--- config.mk ---
export PLATFORM = sky130hd
export DESIGN_NAME = nes_joypad_emulator_flat
export DESIGN_NICKNAME = d
export VERILOG_FILES = /design/src/rtl/nes_joypad_emulator_pkg.sv /design/src/rtl/nes_joypad_emulator_if.sv /design/src/rtl/nes_joypad_emulator_turbo_gen.sv /design/src/rtl/nes_joypad_emulator.sv /design/src/flat_wrapper.sv
export SDC_FILE = /design/constraint.sdc
export NUM_CORES = 1
export LEC_CHECK = 0
export CAP_MARGIN = 20
export CORE_AREA = 2 2 39 41
export DETAILED_ROUTE_END_ITERATION = 16
export DIE_AREA = 0 0 41 43
export GPL_TIMING_DRIVEN = 1
export HOLD_SLACK_MARGIN = 0.1
export PLACE_DENSITY = 0.65
export SYNTH_ARGS = -nofsm -noshare
export SYNTH_HDL_FRONTEND = slang
export SYNTH_SLANG_ARGS = --single-unit
--- constraint.sdc ---
create_clock -name clk_i -period 1.1 [get_ports clk_i]
set_input_delay 0.11 -clock clk_i [delete_from_list [all_inputs] [get_ports clk_i]]
set_output_delay 0.11 -clock clk_i [all_outputs]
set_load 0.02 [all_outputs]
--- src/rtl/nes_joypad_emulator_pkg.sv ---
// nes_joypad_emulator_pkg: button bit positions and width shared by the joypad emulator files
package nes_joypad_emulator_pkg;
  localparam int BTN_A      = 0;
  localparam int BTN_B      = 1;
  localparam int BTN_SELECT = 2;
  localparam int BTN_START  = 3;
  localparam int BTN_UP     = 4;
  localparam int BTN_DOWN   = 5;
  localparam int BTN_LEFT   = 6;
  localparam int BTN_RIGHT  = 7;
  localparam int BTN_W      = 8;
endpackage

--- src/rtl/nes_joypad_emulator_if.sv ---
// nes_joypad_emulator_if: controller-port signals between the button/CPU side (master) and the emulator (slave)
interface nes_joypad_emulator_if;
  import nes_joypad_emulator_pkg::*;
  logic [BTN_W-1:0] buttons_i;
  logic             strobe_i;
  logic             read_i;
  logic             turbo_a_i;
  logic             turbo_b_i;
  logic             data_o;
  modport master (output buttons_i, strobe_i, read_i, turbo_a_i, turbo_b_i, input data_o);
  modport slave  (input buttons_i, strobe_i, read_i, turbo_a_i, turbo_b_i, output data_o);
endinterface

--- src/rtl/nes_joypad_emulator_turbo_gen.sv ---
// nes_turbo_gen: free-running half-period counter that toggles the turbo phase, built only under NES_JOYPAD_TURBO_EN
module nes_turbo_gen #(
  parameter int unsigned HALF_PERIOD = 833333
) (
  input  logic clk_i,
  input  logic rst_i,
  input  logic en_i,
  output logic phase_o
);
  localparam int unsigned W = (HALF_PERIOD > 1) ? $clog2(HALF_PERIOD) : 1;
  localparam logic [W-1:0] LAST = W'(HALF_PERIOD - 1);
  logic [W-1:0] cnt_q, cnt_d;
  logic         phase_q, phase_d, wrap_w;
  // count 0..HALF_PERIOD-1 and flip the phase on every wrap
  always_comb begin
    wrap_w  = cnt_q == LAST;
    cnt_d   = !en_i ? cnt_q : wrap_w ? '0 : cnt_q + 1'b1;
    phase_d = phase_q ^ (en_i & wrap_w);
  end
  // counter and phase registers
  always_ff @(posedge clk_i) begin
    if (rst_i) begin
      cnt_q   <= '0;
      phase_q <= 1'b0;
    end else begin
      cnt_q   <= cnt_d;
      phase_q <= phase_d;
    end
  end
  assign phase_o = phase_q;
endmodule

--- src/rtl/nes_joypad_emulator.sv ---
// nes_joypad_emulator: 4021-style NES controller shift register; turbo A/B enabled by NES_JOYPAD_TURBO_EN
module nes_joypad_emulator
  import nes_joypad_emulator_pkg::*;
#(
  parameter bit          MASK_OPPOSITE     = 1'b1,
  parameter int unsigned TURBO_HALF_PERIOD = 833333
) (
  input logic                  clk_i,
  input logic                  rst_i,
  nes_joypad_emulator_if.slave bus
);
  logic [BTN_W-1:0] raw_w, eff_w, shift_q, shift_d;
`ifdef NES_JOYPAD_TURBO_EN
  logic phase_w;
  nes_turbo_gen #(.HALF_PERIOD(TURBO_HALF_PERIOD)) u_turbo (
    .clk_i   (clk_i),
    .rst_i   (rst_i),
    .en_i    (1'b1),
    .phase_o (phase_w)
  );
  // held turbo buttons read as pressed only during the active phase
  always_comb begin
    raw_w        = bus.buttons_i;
    raw_w[BTN_A] = bus.buttons_i[BTN_A] | (bus.turbo_a_i & phase_w);
    raw_w[BTN_B] = bus.buttons_i[BTN_B] | (bus.turbo_b_i & phase_w);
  end
`else
  logic unused_turbo;
  assign unused_turbo = ^{bus.turbo_a_i, bus.turbo_b_i, TURBO_HALF_PERIOD[0]};
  assign raw_w = bus.buttons_i;
`endif
  // opposing directions cancel out, then strobe reload beats read shift beats hold
  always_comb begin
    eff_w = raw_w;
    if (MASK_OPPOSITE && raw_w[BTN_UP] && raw_w[BTN_DOWN]) begin
      eff_w[BTN_UP]   = 1'b0;
      eff_w[BTN_DOWN] = 1'b0;
    end
    if (MASK_OPPOSITE && raw_w[BTN_LEFT] && raw_w[BTN_RIGHT]) begin
      eff_w[BTN_LEFT]  = 1'b0;
      eff_w[BTN_RIGHT] = 1'b0;
    end
    shift_d = bus.strobe_i ? eff_w : bus.read_i ? {1'b1, shift_q[BTN_W-1:1]} : shift_q;
  end
  // serial shift register; data_o comes straight from its LSB
  always_ff @(posedge clk_i) begin
    if (rst_i) shift_q <= '0;
    else shift_q <= shift_d;
  end
  assign bus.data_o = shift_q[0];
endmodule

--- src/flat_wrapper.sv ---
// flat-port wrapper written by rule: the top's interface ports become plain ports
module nes_joypad_emulator_flat import nes_joypad_emulator_pkg::*;
#(
  parameter bit          MASK_OPPOSITE     = 1'b1,
  parameter int unsigned TURBO_HALF_PERIOD = 833333
)
  (clk_i, rst_i, bus_buttons_i, bus_strobe_i, bus_read_i, bus_turbo_a_i, bus_turbo_b_i, bus_data_o);
  nes_joypad_emulator_if bus_i ();
  input logic clk_i;
  input logic rst_i;
  input wire logic [$bits(bus_i.buttons_i)-1:0] bus_buttons_i;
  input wire logic [$bits(bus_i.strobe_i)-1:0] bus_strobe_i;
  input wire logic [$bits(bus_i.read_i)-1:0] bus_read_i;
  input wire logic [$bits(bus_i.turbo_a_i)-1:0] bus_turbo_a_i;
  input wire logic [$bits(bus_i.turbo_b_i)-1:0] bus_turbo_b_i;
  output wire logic [$bits(bus_i.data_o)-1:0] bus_data_o;
  assign bus_i.buttons_i = bus_buttons_i;
  assign bus_i.strobe_i = bus_strobe_i;
  assign bus_i.read_i = bus_read_i;
  assign bus_i.turbo_a_i = bus_turbo_a_i;
  assign bus_i.turbo_b_i = bus_turbo_b_i;
  assign bus_data_o = bus_i.data_o;
  nes_joypad_emulator #(.MASK_OPPOSITE(MASK_OPPOSITE), .TURBO_HALF_PERIOD(TURBO_HALF_PERIOD)) u_core (.clk_i(clk_i), .rst_i(rst_i), .bus(bus_i));
endmodule
==> flow_summary.rst <==
.. list-table::
   :header-rows: 1

   * - Metric
     - Value
   * - Run status
     - complete, no violations
   * - Post-CTS Hold Buffers
     - 0
   * - Static power due to leakage
     - 0.254 nW
   * - Endpoints failing hold
     - 0
   * - Nature of the critical path endpoint
     - output pin
   * - Switching power total
     - 154 uW
   * - Max_cap viols
     - 0
   * - Synth Net Count
     - 52
   * - Number of global-route vias before repair
     - 317
   * - Clock-pin transition on the worst setup and hold timing paths
     - 0.06 ns
   * - Area of the mapped netlist
     - 398 sq um
   * - Number of instances in the synthesized netlist
     - 38
   * - RSZ-0062 raised after global routing
     - no
   * - Source of the worst hold timing path
     - bus_read_i
   * - Combinational Power Share
     - 19.6%
   * - Post-layout util
     - 42.0%
   * - Initial standard-cell utilization of the core
     - 28.8%
   * - Post-layout instance count excluding filler cells
     - 70
   * - TritonCTS clock tree
     - done
   * - Worst hold slack after final layout
     - 0.411 ns
   * - Number of pins exceeding their max-slew limit in the final report
     - 0
   * - Number of antenna violations at the first check in global routing
     - 0
   * - Number of buffers and inverters on the critical path
     - 1
   * - Commonest register cell after synthesis
     - sky130_fd_sc_hd__dfxtp_1
   * - Wire length of the first global-routing pass
     - 1210 um
   * - Synthesized-area fraction occupied by and/or/nand/nor cells
     - 16.4%
   * - First DRT Iteration DRCs
     - 0
   * - Antenna cells
     - 0
   * - Final number of setup-violating endpoints
     - 0
   * - Worst-path cell with the longest stage delay
     - sky130_fd_sc_hd__dfxtp_1
   * - Library cell with the highest instance count after synthesis
     - sky130_fd_sc_hd__dfxtp_1
   * - RR Endpoint
     - u_core.shift_q[5]
   * - Power Density
     - 1160 mW/mm^2
   * - Transition at the pin with the smallest max-transition slack
     - 0.288 ns
   * - Classification of the worst-slack hold path
     - input port to flop
   * - First-pass iteration count of the detailed router
     - 1
   * - Root buffer cell
     - sky130_fd_sc_hd__clkbuf_4
   * - Post-Syn Area per Cell
     - 10.5 sq um
   * - Number of buffers added on ports
     - 12
   * - Final wirelength
     - 700 um
   * - Number of standard-cell rows in the floorplan
     - 14
   * - Clock Path Buffers
     - 2
   * - Post-synth cell types
     - 12
   * - Overall global routing resource usage
     - 10.9%
   * - Period minus WS final
     - 1.02 ns
   * - Critical path startpoint
     - u_core.shift_q[0]
   * - Complex-gate fraction of the synthesized area
     - 13.2%
   * - Register area share after synthesis
     - 40.3%
   * - Arrival time worst endpoint
     - 0.91 ns
   * - Worst clock skew on the final layout
     - 0.00652 ns
   * - Via density per instance
     - 4.71
   * - Arithmetic-cell share of the synthesized area counting full adders, half adders and majority gates
     - 0%
   * - Largest registers in the final layout
     - u_core.shift_q x8
   * - Sum of internal, switching and leakage power
     - 675 uW
   * - CTS H-Tree Depth
     - 1
   * - Combinational family with the most area after synthesis
     - multiplexers
   * - Largest incremental delay on the critical path
     - 0.33 ns
   * - Fin crit share
     - 92.8%
   * - Num CTS Buffers
     - 3
   * - Portion of netlist area occupied by mux cells
     - 25.2%
   * - Upper clock frequency limit
     - 0.980 GHz
   * - Synth Warn #
     - 0
   * - DR DRC count
     - 0
   * - Vertical die dimension
     - 43 um
   * - Most frequent cells after synthesis
     - sky130_fd_sc_hd__dfxtp_1 (8), sky130_fd_sc_hd__a211oi_1 (7)
   * - Launching element type of the critical path
     - flop
   * - Switching power as a share of total power
     - 22.8%
   * - Core outline area
     - 0.00138 sq mm
   * - Path length in cells of the critical path
     - 1
   * - Final weighted congestion in routability-driven placement
     - 0.667
   * - Internal power
     - 521 uW
   * - Congestion Overflow GR
     - 0
   * - VDD IR-drop max
     - 0.365 mV
   * - Post CTS Setup Buffer Count
     - 0
   * - Number of enable-type register cells in the synthesized netlist
     - 0
   * - Chip Width
     - 41 um
   * - Maximum number of pins on one net before global-route repair
     - 9
   * - Area of the die
     - 0.00176 sq mm
   * - Flip-flop count of the largest register, all copies and words added
     - 8
   * - Layout-stage area growth over the synthesis result
     - 45.9%
   * - Register-to-register setup slack
     - 0.23 ns
   * - Routed Antenna Nets
     - 0
   * - # resized after CTS
     - 1
   * - Area share of the leading cell type in the synthesized netlist
     - 40.3%
   * - Xor-xnor portion of the synthesized cell area
     - 0%
   * - Type of the worst setup path
     - flop to output pin
   * - Routed via count
     - 330
   * - Clk Latency, worst-skew pair
     - 0.25 ns
   * - Wire length per cell
     - 10.0 um
   * - Worst max-slew margin expressed relative to the limit
     - 80.7%
   * - Synth async-reset ratio
     - 0%
   * - Biggest area consumer among synthesized cells
     - sky130_fd_sc_hd__dfxtp_1
   * - CP cell instances
     - dlygate4sd2_1
   * - Required time of the critical path
     - 0.99 ns
   * - Worst reg2reg startpoint
     - u_core.shift_q[5]
   * - Dominant cells by area after synthesis
     - sky130_fd_sc_hd__dfxtp_1 (40%), sky130_fd_sc_hd__mux2_4 (15%), sky130_fd_sc_hd__a211oi_1 (13%)
   * - Biggest fanout along the worst timing path
     - 2
   * - Top reg by flops
     - u_core.shift_q
   * - Synthesized flop and latch total
     - 8
   * - Kind of cell adding the most delay to the critical path
     - flip-flops
   * - Worst setup endpoint
     - bus_data_o
   * - Clock sink count
     - 8
   * - Sequential share of power
     - 47.3%
   * - Total instance count after detailed placement
     - 67
   * - Cell depth of the worst flop-to-flop path
     - 3
   * - Number of ports placed on the die boundary
     - 15
   * - Final layout net count
     - 70
   * - Fraction of layout instances using a drive strength above 1
     - 22.2%
   * - Relative contribution of the clock network to total power
     - 33.1%
cell families (layout without fill, tap and decap cells):
| group | after synthesis | after routing |
|---|---|---|
| AO/OA/AOI/OAI | 7 | 7 |
| multiplexers | 8 | 8 |
| buffers and inverters | 3 | 19 |
| flip-flops | 8 | 8 |
| AND/OR/NAND/NOR | 12 | 12 |
worst min-delay path by stage:
stage,slack (ns),endpoint,depth (start not counted)
floorplan,0.26,u_core.shift_q[0],2
global placement,0.59,u_core.shift_q[4],2
detailed placement,0.60,u_core.shift_q[5],2
CTS,0.44,u_core.shift_q[6],3
global route,0.45,u_core.shift_q[2],5
finish,0.41,u_core.shift_q[0],5
layout by cell type, fill, tap and decap left out:
cell type	count
sky130_fd_sc_hd__mux2i_1	4
sky130_fd_sc_hd__buf_4	3
sky130_fd_sc_hd__dlygate4sd2_1	1
sky130_fd_sc_hd__clkbuf_4	3
sky130_fd_sc_hd__nor3_1	1
sky130_fd_sc_hd__buf_6	1
sky130_fd_sc_hd__dlymetal6s2s_1	1
sky130_fd_sc_hd__dfxtp_1	8
sky130_fd_sc_hd__nand2b_1	4
sky130_fd_sc_hd__a211oi_1	6
sky130_fd_sc_hd__nor2b_1	2
sky130_fd_sc_hd__mux2_4	4
sky130_fd_sc_hd__and2b_1	1
sky130_fd_sc_hd__nor2_1	4
sky130_fd_sc_hd__clkdlybuf4s50_1	10
sky130_fd_sc_hd__a211oi_2	1
per-layer routing:
metal	vias up	global-route usage, %	wire (um)
met5	-	0	0
met4	0	10.0	20
met3	2	3.14	37
met2	10	15.6	330
met1	150	12.0	311
li1	168	-	-
power groups by stage:
stage,Clock [mW],Combinational [mW],Sequential [mW]
floorplan,0,0.0710,0.325
detailed placement,0,0.132,0.325
global placement,0,0.131,0.325
global route,0.254,0.148,0.321
CTS,0.237,0.131,0.319
finish,0.224,0.133,0.319
stage by stage:
| stage | setup TNS [ns] | area (sq um) | worst slack (ns) |
|---|---|---|---|
| 2_1_floorplan | 0 | 398 | 0.192 |
| 3_3_place_gp | -1.56 | 548 | -0.237 |
| 3_5_place_dp | -1.67 | 548 | -0.253 |
| 4_1_cts | 0 | 569 | 0.0154 |
| 5_1_grt | 0 | 581 | 0.0421 |
| 6_report | 0 | 581 | 0.0796 |
layout make-up:
class,count,area (sq um)
Fill cell,148,803
Sequential cell,8,160
Timing Repair Buffer,16,155
Tap cell,16,20.0
Multi-Input combinational cell,27,223
Clock buffer,3,22.5
Power figures use the tool's default switching activity.
